**config.mk**
```make
export PLATFORM = sky130hd
export DESIGN_NAME = pc_sequencer
export DESIGN_NICKNAME = d
export VERILOG_FILES = /design/src/rtl/pc_seq_pkg.sv /design/src/rtl/pc_next_calc.sv /design/src/rtl/pc_sequencer.sv
export SDC_FILE = /design/constraint.sdc
export NUM_CORES = 1
export LEC_CHECK = 0
export ABC_AREA = 1
export BUFFER_PORTS_ARGS = -buffer_cell sky130_fd_sc_hd__buf_4
export CAP_MARGIN = 20
export CORE_MARGIN = 10
export CORE_UTILIZATION = 47
export CTS_CLUSTER_SIZE = 24
export DETAILED_ROUTE_END_ITERATION = 10
export GPL_ROUTABILITY_DRIVEN = 0
export HOLD_SLACK_MARGIN = 0.03
export PLACE_DENSITY = 0.78
export SLEW_MARGIN = 0
export SYNTH_ARGS = -nofsm -noshare
export SYNTH_HDL_FRONTEND = slang
export SYNTH_SLANG_ARGS = --single-unit
export TNS_END_PERCENT = 1
```
**constraint.sdc**
```tcl
create_clock -name clk -period 2.6 [get_ports clk]
set_clock_uncertainty 0.15 [all_clocks]
set_input_delay 0.39 -clock clk [delete_from_list [all_inputs] [get_ports clk]]
set_output_delay 0.39 -clock clk [all_outputs]
set_load 0.05 [all_outputs]
```
**src/rtl/pc_seq_pkg.sv**
```systemverilog
// pc_seq_pkg
//   Shared definitions for the program-counter sequencer:
//   - state_t              : sequencer FSM encoding (IDLE/FETCH/DECODE/HALT)
//   - PC_INC               : sequential PC step in bytes (one 16-bit word)
//   - DEFAULT_RESET_VECTOR : PC value loaded on reset unless overridden
package pc_seq_pkg;

   typedef enum logic [1:0] {
      ST_IDLE   = 2'd0,
      ST_FETCH  = 2'd1,
      ST_DECODE = 2'd2,
      ST_HALT   = 2'd3
   } state_t;

   localparam int          PC_INC               = 2;
   localparam logic [15:0] DEFAULT_RESET_VECTOR = 16'h0000;

endpackage

```
**src/rtl/pc_next_calc.sv**
```systemverilog
// pc_next_calc
//   Combinational next-PC arithmetic shared by the sequencer.
//   Ports:
//     pc            in   ADDR_W    current program counter
//     offset        in   OFFSET_W  signed branch offset, in 16-bit words
//     pc_plus2      out  ADDR_W    pc + 2, modulo 2^ADDR_W
//     branch_target out  ADDR_W    pc + 2 + (sext(offset) << 1), modulo 2^ADDR_W
module pc_next_calc
   import pc_seq_pkg::*;
#(
   parameter int ADDR_W   = 16,
   parameter int OFFSET_W = 8
) (
   input  logic [ADDR_W-1:0]   pc,
   input  logic [OFFSET_W-1:0] offset,
   output logic [ADDR_W-1:0]   pc_plus2,
   output logic [ADDR_W-1:0]   branch_target
);

   // Sign-extend and convert words to bytes in one concatenation; the
   // discarded top sign bit is never materialised.
   logic [ADDR_W-1:0] byte_offset;

   assign byte_offset   = {{(ADDR_W-OFFSET_W-1){offset[OFFSET_W-1]}}, offset, 1'b0};
   assign pc_plus2      = pc + ADDR_W'(PC_INC);
   assign branch_target = pc_plus2 + byte_offset;

endmodule

```
**src/rtl/pc_sequencer.sv**
```systemverilog
// pc_sequencer
//   Owns the program counter and sequences instruction fetch:
//   IDLE -> FETCH -> DECODE -> (FETCH | HALT), HALT -> FETCH on Resume.
//   Ports:
//     clk, rst_n    clock (rising edge), asynchronous active-low reset
//     Stall         in   blocks a new fetch request from starting
//     FetchReq      out  fetch request to instruction memory
//     FetchAddr     out  fetch address (always equals PC)
//     FetchAck      in   memory accepted/returned the request
//     InstrValid    out  registered one-cycle pulse, instruction captured
//     DecValid      in   decoder next-PC decision valid (DECODE only)
//     Halt/Jump/BranchTaken, JumpTarget, BranchOffset   decision inputs
//     Resume        in   leave HALT
//     PC, PCPlus2   out  current PC and PC+2
//     AlignErr      out  sticky flag, an odd jump target was seen
//     State         out  current FSM state (debug)
//
//   Handshake: a fetch transfers on a cycle where FetchReq && FetchAck.
//   Once FetchReq is raised it stays high with FetchAddr stable until that
//   transfer; Stall only gates the start of a request. FetchAck is ignored
//   while FetchReq is low.
module pc_sequencer
   import pc_seq_pkg::*;
#(
   parameter int                ADDR_W       = 16,
   parameter int                OFFSET_W     = 8,
   parameter logic [ADDR_W-1:0] RESET_VECTOR = ADDR_W'(DEFAULT_RESET_VECTOR)
) (
   input  logic                clk,
   input  logic                rst_n,
   input  logic                Stall,
   output logic                FetchReq,
   output logic [ADDR_W-1:0]   FetchAddr,
   input  logic                FetchAck,
   output logic                InstrValid,
   input  logic                DecValid,
   input  logic                Halt,
   input  logic                Jump,
   input  logic [ADDR_W-1:0]   JumpTarget,
   input  logic                BranchTaken,
   input  logic [OFFSET_W-1:0] BranchOffset,
   input  logic                Resume,
   output logic [ADDR_W-1:0]   PC,
   output logic [ADDR_W-1:0]   PCPlus2,
   output logic                AlignErr,
   output logic [1:0]          State
);

   state_t            state, next_state;
   logic [ADDR_W-1:0] pc;
   logic [ADDR_W-1:0] pc_plus2;
   logic [ADDR_W-1:0] branch_target;
   logic              req_held;
   logic              instr_valid;
   logic              align_err;
   logic              fetch_req;

   pc_next_calc #(
      .ADDR_W   (ADDR_W),
      .OFFSET_W (OFFSET_W)
   ) u_next (
      .pc            (pc),
      .offset        (BranchOffset),
      .pc_plus2      (pc_plus2),
      .branch_target (branch_target)
   );

   // State register
   always_ff @(posedge clk or negedge rst_n) begin
      if (!rst_n) state <= ST_IDLE;
      else        state <= next_state;
   end

   // Next-state and request logic
   always_comb begin
      next_state = state;
      fetch_req  = 1'b0;
      case (state)
         ST_IDLE:   next_state = ST_FETCH;
         ST_FETCH: begin
            // A request already outstanding is not withdrawn by Stall.
            fetch_req = !Stall || req_held;
            if (fetch_req && FetchAck) next_state = ST_DECODE;
         end
         ST_DECODE: begin
            if (DecValid) next_state = Halt ? ST_HALT : ST_FETCH;
         end
         ST_HALT: begin
            if (Resume) next_state = ST_FETCH;
         end
         default:   next_state = ST_IDLE;
      endcase
   end

   // PC register, request tracking, capture pulse and sticky alignment flag
   always_ff @(posedge clk or negedge rst_n) begin
      if (!rst_n) begin
         pc          <= RESET_VECTOR;
         req_held    <= 1'b0;
         instr_valid <= 1'b0;
         align_err   <= 1'b0;
      end else begin
         instr_valid <= 1'b0;
         if (state == ST_FETCH && fetch_req) begin
            if (FetchAck) begin
               req_held    <= 1'b0;
               instr_valid <= 1'b1;
            end else begin
               req_held    <= 1'b1;
            end
         end
         if (state == ST_DECODE && DecValid) begin
            if (Halt) begin
               pc <= pc_plus2;
            end else if (Jump) begin
               pc <= {JumpTarget[ADDR_W-1:1], 1'b0};
               if (JumpTarget[0]) align_err <= 1'b1;
            end else if (BranchTaken) begin
               pc <= branch_target;
            end else begin
               pc <= pc_plus2;
            end
         end
      end
   end

   assign FetchReq   = fetch_req;
   assign FetchAddr  = pc;
   assign PC         = pc;
   assign PCPlus2    = pc_plus2;
   assign InstrValid = instr_valid;
   assign AlignErr   = align_err;
   assign State      = state;

endmodule
```
======== Word level (Yosys, flattened, before mapping) ========
Cells that the tools add are included.
Widths: inputs -> output; s select.
cells by class
  shifts and indexed selects .............. 0
  muxes and demuxes ....................... 12
  add/sub/neg operators ................... 2
  bitwise operators ....................... 1
  eq/ne operators ......................... 6
  multiply operators ...................... 0
  $lt $le $gt $ge ......................... 0
  reduce and logical (&&, ||, !) cells .... 8
  div/mod/pow operators ................... 0
operator list
  cell                   number
  $mux 16                3
  $add 16x16->16         1
  $add 16x2->16 const B  1
  $mux 2                 4
  $pmux 2 s4             1
  $ne 2x2->1 const B     3
  $eq 2x2->1 const B     2
  $mux 1                 4
  $reduce_and 4->1       1
  $logic_and 1x1->1      3
  $reduce_and 3->1       1
  $eq 2x1->1 const B     1
  $logic_not 2->1        1
  $logic_not 1->1        1
  $logic_or 1x1->1       1
  $not 1->1              1
word-level totals
  bits in writable memories ............... 0
  logic and storage cells ................. 34
  memories ................................ 0
  latch bits .............................. 0
  register bits after elaboration ......... 21
  bits in read-only memories .............. 0

======== Longest topological paths before layout ========
  depth after elaboration ................. 5
  depth in mapped cells ................... 22

======== By module ========
From an unflattened synthesis, not the netlist that was laid out.
second synthesis, totals
  cells, all modules ...................... 444
  area, all modules ....................... 2,851.5 µm²
by module, submodules not included
  module        times used  area each (µm²)  sequential area each (µm²)  cells each
  pc_sequencer  1           1,737.9          525.5                       256
  pc_next_calc  1           1,113.6          0.0                         188

======== Worst setup path before layout ========
OpenSTA, ideal clock, no wires.
  path type ............................... flip-flop to flip-flop
  start ................................... register pc[1] (netlist: FetchAddr[1])
  end ..................................... register pc[12] (netlist: FetchAddr[12])
  library setup time ...................... 0.126 ns
  path buffers ............................ 0
  cell stages (with the launch flop) ...... 14
  clock period less this slack ............ 3.375 ns
  path slack .............................. -0.775 ns
  arrival time ............................ 3.099 ns
  path through ............................ dfrtp_1 > ha_1 > nand2_2 > inv_1 > nor2_1 > ha_1 > or2_2 > and2_1 > nand3_1 > nand3_1 > nand2_1 > nand2_1 > o21ai_0 > a21oi_1
on the way
  cells in the longest elaborated chain, start to end .. 5
ends and longest elaborated chain
  item                      line                 source
  start: declaration        pc_sequencer.sv:50   logic [ADDR_W-1:0] pc;
  start signal: assignment  pc_sequencer.sv:114  pc <= pc_plus2;
  start signal: assignment  pc_sequencer.sv:116  pc <= {JumpTarget[ADDR_W-1:1], 1'b0};
  start signal: assignment  pc_sequencer.sv:119  pc <= branch_target;
  $add 16x2->16             pc_next_calc.sv:25   assign pc_plus2 = pc + ADDR_W'(PC_INC);
  via PCPlus2[3]            pc_sequencer.sv:44   output logic [ADDR_W-1:0] PCPlus2,
  $add 16x16->16            pc_next_calc.sv:26   assign branch_target = pc_plus2 + byte_offset;
  $mux 16                   pc_sequencer.sv:118  end else if (BranchTaken) begin
  $mux 16                   pc_sequencer.sv:115  end else if (Jump) begin
  $mux 16                   pc_sequencer.sv:113  if (Halt) begin
The timed path passes the listed nets, and every way through them passes these cells.
A chain may end at the register's enable or synchronous reset.

======== Worst setup path in the final report ========
  start ................................... register pc[2] (netlist: FetchAddr[2])
  end ..................................... register pc[15] (netlist: FetchAddr[15])
on the way
  cells in the longest elaborated chain, start to end .. 5
ends and longest elaborated chain
  item               line
  $add 16x2->16 (*)  pc_next_calc.sv:25
  $add 16x16->16     pc_next_calc.sv:26
  $mux 16            pc_sequencer.sv:118
  $mux 16            pc_sequencer.sv:115
  $mux 16 (*)        pc_sequencer.sv:113
Mark *: on every way between the ends. The rest lies on a longest branch, timed or not.

==> summary.txt <==
Status
  – Status: finished, violations left
  – Failing checks: setup timing

STA
  – Slew HR: 54.0%
  – Final period utilization: 104%
  – Fmax: 0.369 GHz
  – RSZ-0062 raised after global routing: yes
  – Worst-margin pin slew: a little under 700 ps
  – Setup violators final: 5
  – Final Hold Fails: 0
  – Final worst setup slack: -111 ps
  – Final Max Tran Viols: 0
  – Minimum clock period: 2710 ps

Placement
  – Setup WS pre-CTS: -228 ps
  – Detailed Place HPWL: 7.23 mm
  – IO Port Bufs: 82

Worst setup path
  – Cell breakdown of the critical path: ha_4 > nand2_4 > nor2_4 > nand3_4 > nor2_4 > nand4_1 > nand2_2 > clkinvlp_4 > ha_4 > nand2_4 > nor2_4 > and2_1 > nand2_2 > nand3_1 > nand3_1 > nand2_1 > nand3_1 > nand2_1 > nand2_1
  – Worst Path Required: 2610 ps
  – Critical path buffer and inverter count: 1
  – Crit path max-delay cell type: dfrtp_2
  – Critical Path Source Type: flop
  – Data arrival time of the worst path: 2720 ps
  – Worst reg2reg path startpoint: FetchAddr[2]
  – Crit path max-delay family: simple AND/OR/NAND/NOR gates
  – CP Launch Point: FetchAddr[2]
  – Critical Path Max Stage Delay: 430 ps
  – Worst Path Max Fanout: 3
  – Worst setup EP type: flop
  – Crit Path Category: reg -> reg

Floorplanning
  – Io pins: 86
  – Die Area: 8730 um2
  – FP Rows: 26
  – Die H: 93.4 um
  – Die W: approximately 93 um
  – Initial core utilization: 49.0%
  – CORE AREA: 5170 um2

Synth
  – #FFs+latches synth: 20
  – Synth cell types: 38
  – Post-synth EDFFs: 0
  – Synth Warn #: 0
  – Top post-synthesis cells by area: dfrtp_1 20%, nand2_1 17%, ha_1 10%
  – Synth Cell Area: 2530 um2
  – Synth Area per Inst: 6.15 um2
  – Synth Flop Type: dfrtp_1
  – Sequential element share of the synthesized area: 19.7%
  – Largest area contributor in the netlist: dfrtp_1
  – Synth Instances: slightly above 400
  – Count leader, synth: nand2_1
  – Synth top cells by count: 117 x nand2_1, 56 x inv_1, 32 x a21oi_1, 30 x nor2_1, 26 x nand3_1
  – Area share of the largest cell type after synthesis: between 10% and 20%
  – Asr flop ratio synth: 100%

Global route
  – Initial antenna violation count: 0
  – All-Layer GR Usage: 20.0%
  – First-pass GRT wire length: 14.6 mm
  – Total grt overflow: 0
  – Number of global-route vias before repair: 3227
  – Largest net degree at the start of global routing: 25

Route
  – Drc violations: 0
  – Per-cell routed wire length: 16.0 um
  – Via density: between 5 and 6
  – Routed wire length: between 9 and 10 mm
  – TritonRoute pass-1 iters: 5
  – Vias: between 3000 and 4000
  – Post-route antenna net violation count: 0
  – 1st-iter DRT viols: 246

Clock tree
  – Max Root-Sink Buffers: 2
  – Clock-pin slew on the worst setup and hold paths: 80 ps
  – CTS sink cnt: 20
  – CTS tree: yes
  – CTS buffer count: 3
  – Clock Latency Late Sink: between 200 and 300 ps
  – Root Driver: clkbuf_8
  – H-tree levels: 1

Final layout
  – Layout cells sized above 1: 39.5%
  – Nets: 585
  – Area Overhead vs Synth: 53.9%
  – N_diodes: 0
  – Fill cell count: 399

Hold path
  – Min-delay worst type: in -> reg
  – Critical hold path startpoint: JumpTarget[0]

Job
  – Max cap viols: 0
-- through the flow --
| stage | utilization (%) | cell area (um2) | cells | setup TNS [ps] | hold WS, ps |
|---|---|---|---|---|---|
| 2_1_floorplan | - | 2580 | 414 | -3180 | -55.6 |
| 3_3_place_gp | 67.2 | 3480 | 588 | -143 | 134 |
| 3_5_place_dp | 67.2 | 3480 | 588 | -537 | 140 |
| 4_1_cts | 70.4 | 3640 | 595 | -249 | 229 |
| 5_1_grt | 75.4 | 3900 | 599 | -1600 | 233 |
| 6_report | 75.4 | 3900 | 599 | -253 | 232 |
-- cell families after synthesis --
kind of cell / after synthesis / share of synthesized area [%]
fa+ha+maj: 22 / 11.2
compound gates: 80 / 18.1
flops: 20 / 19.7
simple gates: 200 / 34.5
other cells: 1 / 0.148
xor+xnor: 2 / 0.691
buf+inv: 87 / 15.7
-- path summary, 6_finish.rpt --
path / end / slack [ps] / cells after the start
hold / removal: AlignErr / 230 / 2
setup reg to reg: FetchAddr[15] / -110 / 19
hold reg to reg: AlignErr / 350 / 1
max in group asynchronous: FetchAddr[2] / 1650 / 2
min in group asynchronous: FetchAddr[12] / 400 / 2
setup / recovery: FetchAddr[15] / -110 / 19
-- routing by layer --
layer  GRT usage (%)  routed length, um  vias to the layer above
li1                -                  -                     1562
met1            22.6               3750                     1509
met2            35.2               4790                      169
met3            6.16                808                       30
met4            5.91                256                        0
met5               0                  0                        -
-- worst reg2reg max path: cells and delay by family (launching register included) --
kind / cells / cell delay [ps]
adders and majority gates: 2 / 480
DFF: 1 / 430
and+or+nand+nor: 16 / 1430
buffers and inverters: 1 / 140
-- flip-flops by register name (all words and copies together), names as in the netlist --
name	flops
req_held	1
FetchAddr	15
InstrValid	1
AlignErr	1
State	2
-- cells in the final DEF (no fill, tap or decap), drive strengths merged, types with 2 or more instances in the layout --
master,instances
a21oi,33
and2,2
buf,136
clkbuf,4
conb,3
dfrtp,20
ha,21
inv,60
nand2,118
nand3,29
nand3b,2
nand4,10
nor2,32
nor3,6
o211ai,5
o21ai,27
o21bai,4
o221ai,3
xnor2,2
-- final cells by class --
type | instances | area (um2) | area share (%)
multi-input combinational | 307 | 1980 | 50.8
timing repair buffer | 137 | 1040 | 26.6
sequential | 20 | 507 | 13.0
inverter | 61 | 233 | 5.96
tap | 70 | 87.6 | 2.24
clock buffer | 4 | 55.1 | 1.41
-- what timing repair did --
action	4_1_cts	5_1_grt
hold buffers	1	0
hold endpoints to repair	20	0
setup endpoints to repair	5	13
pin swaps	10	20
gates resized for setup	19	43
setup buffers	2	4
cloned	0	0
Power is left out: the tool's default activity adds up to more than one toggle a clock period on the data nets, which glitch-free logic cannot reach.
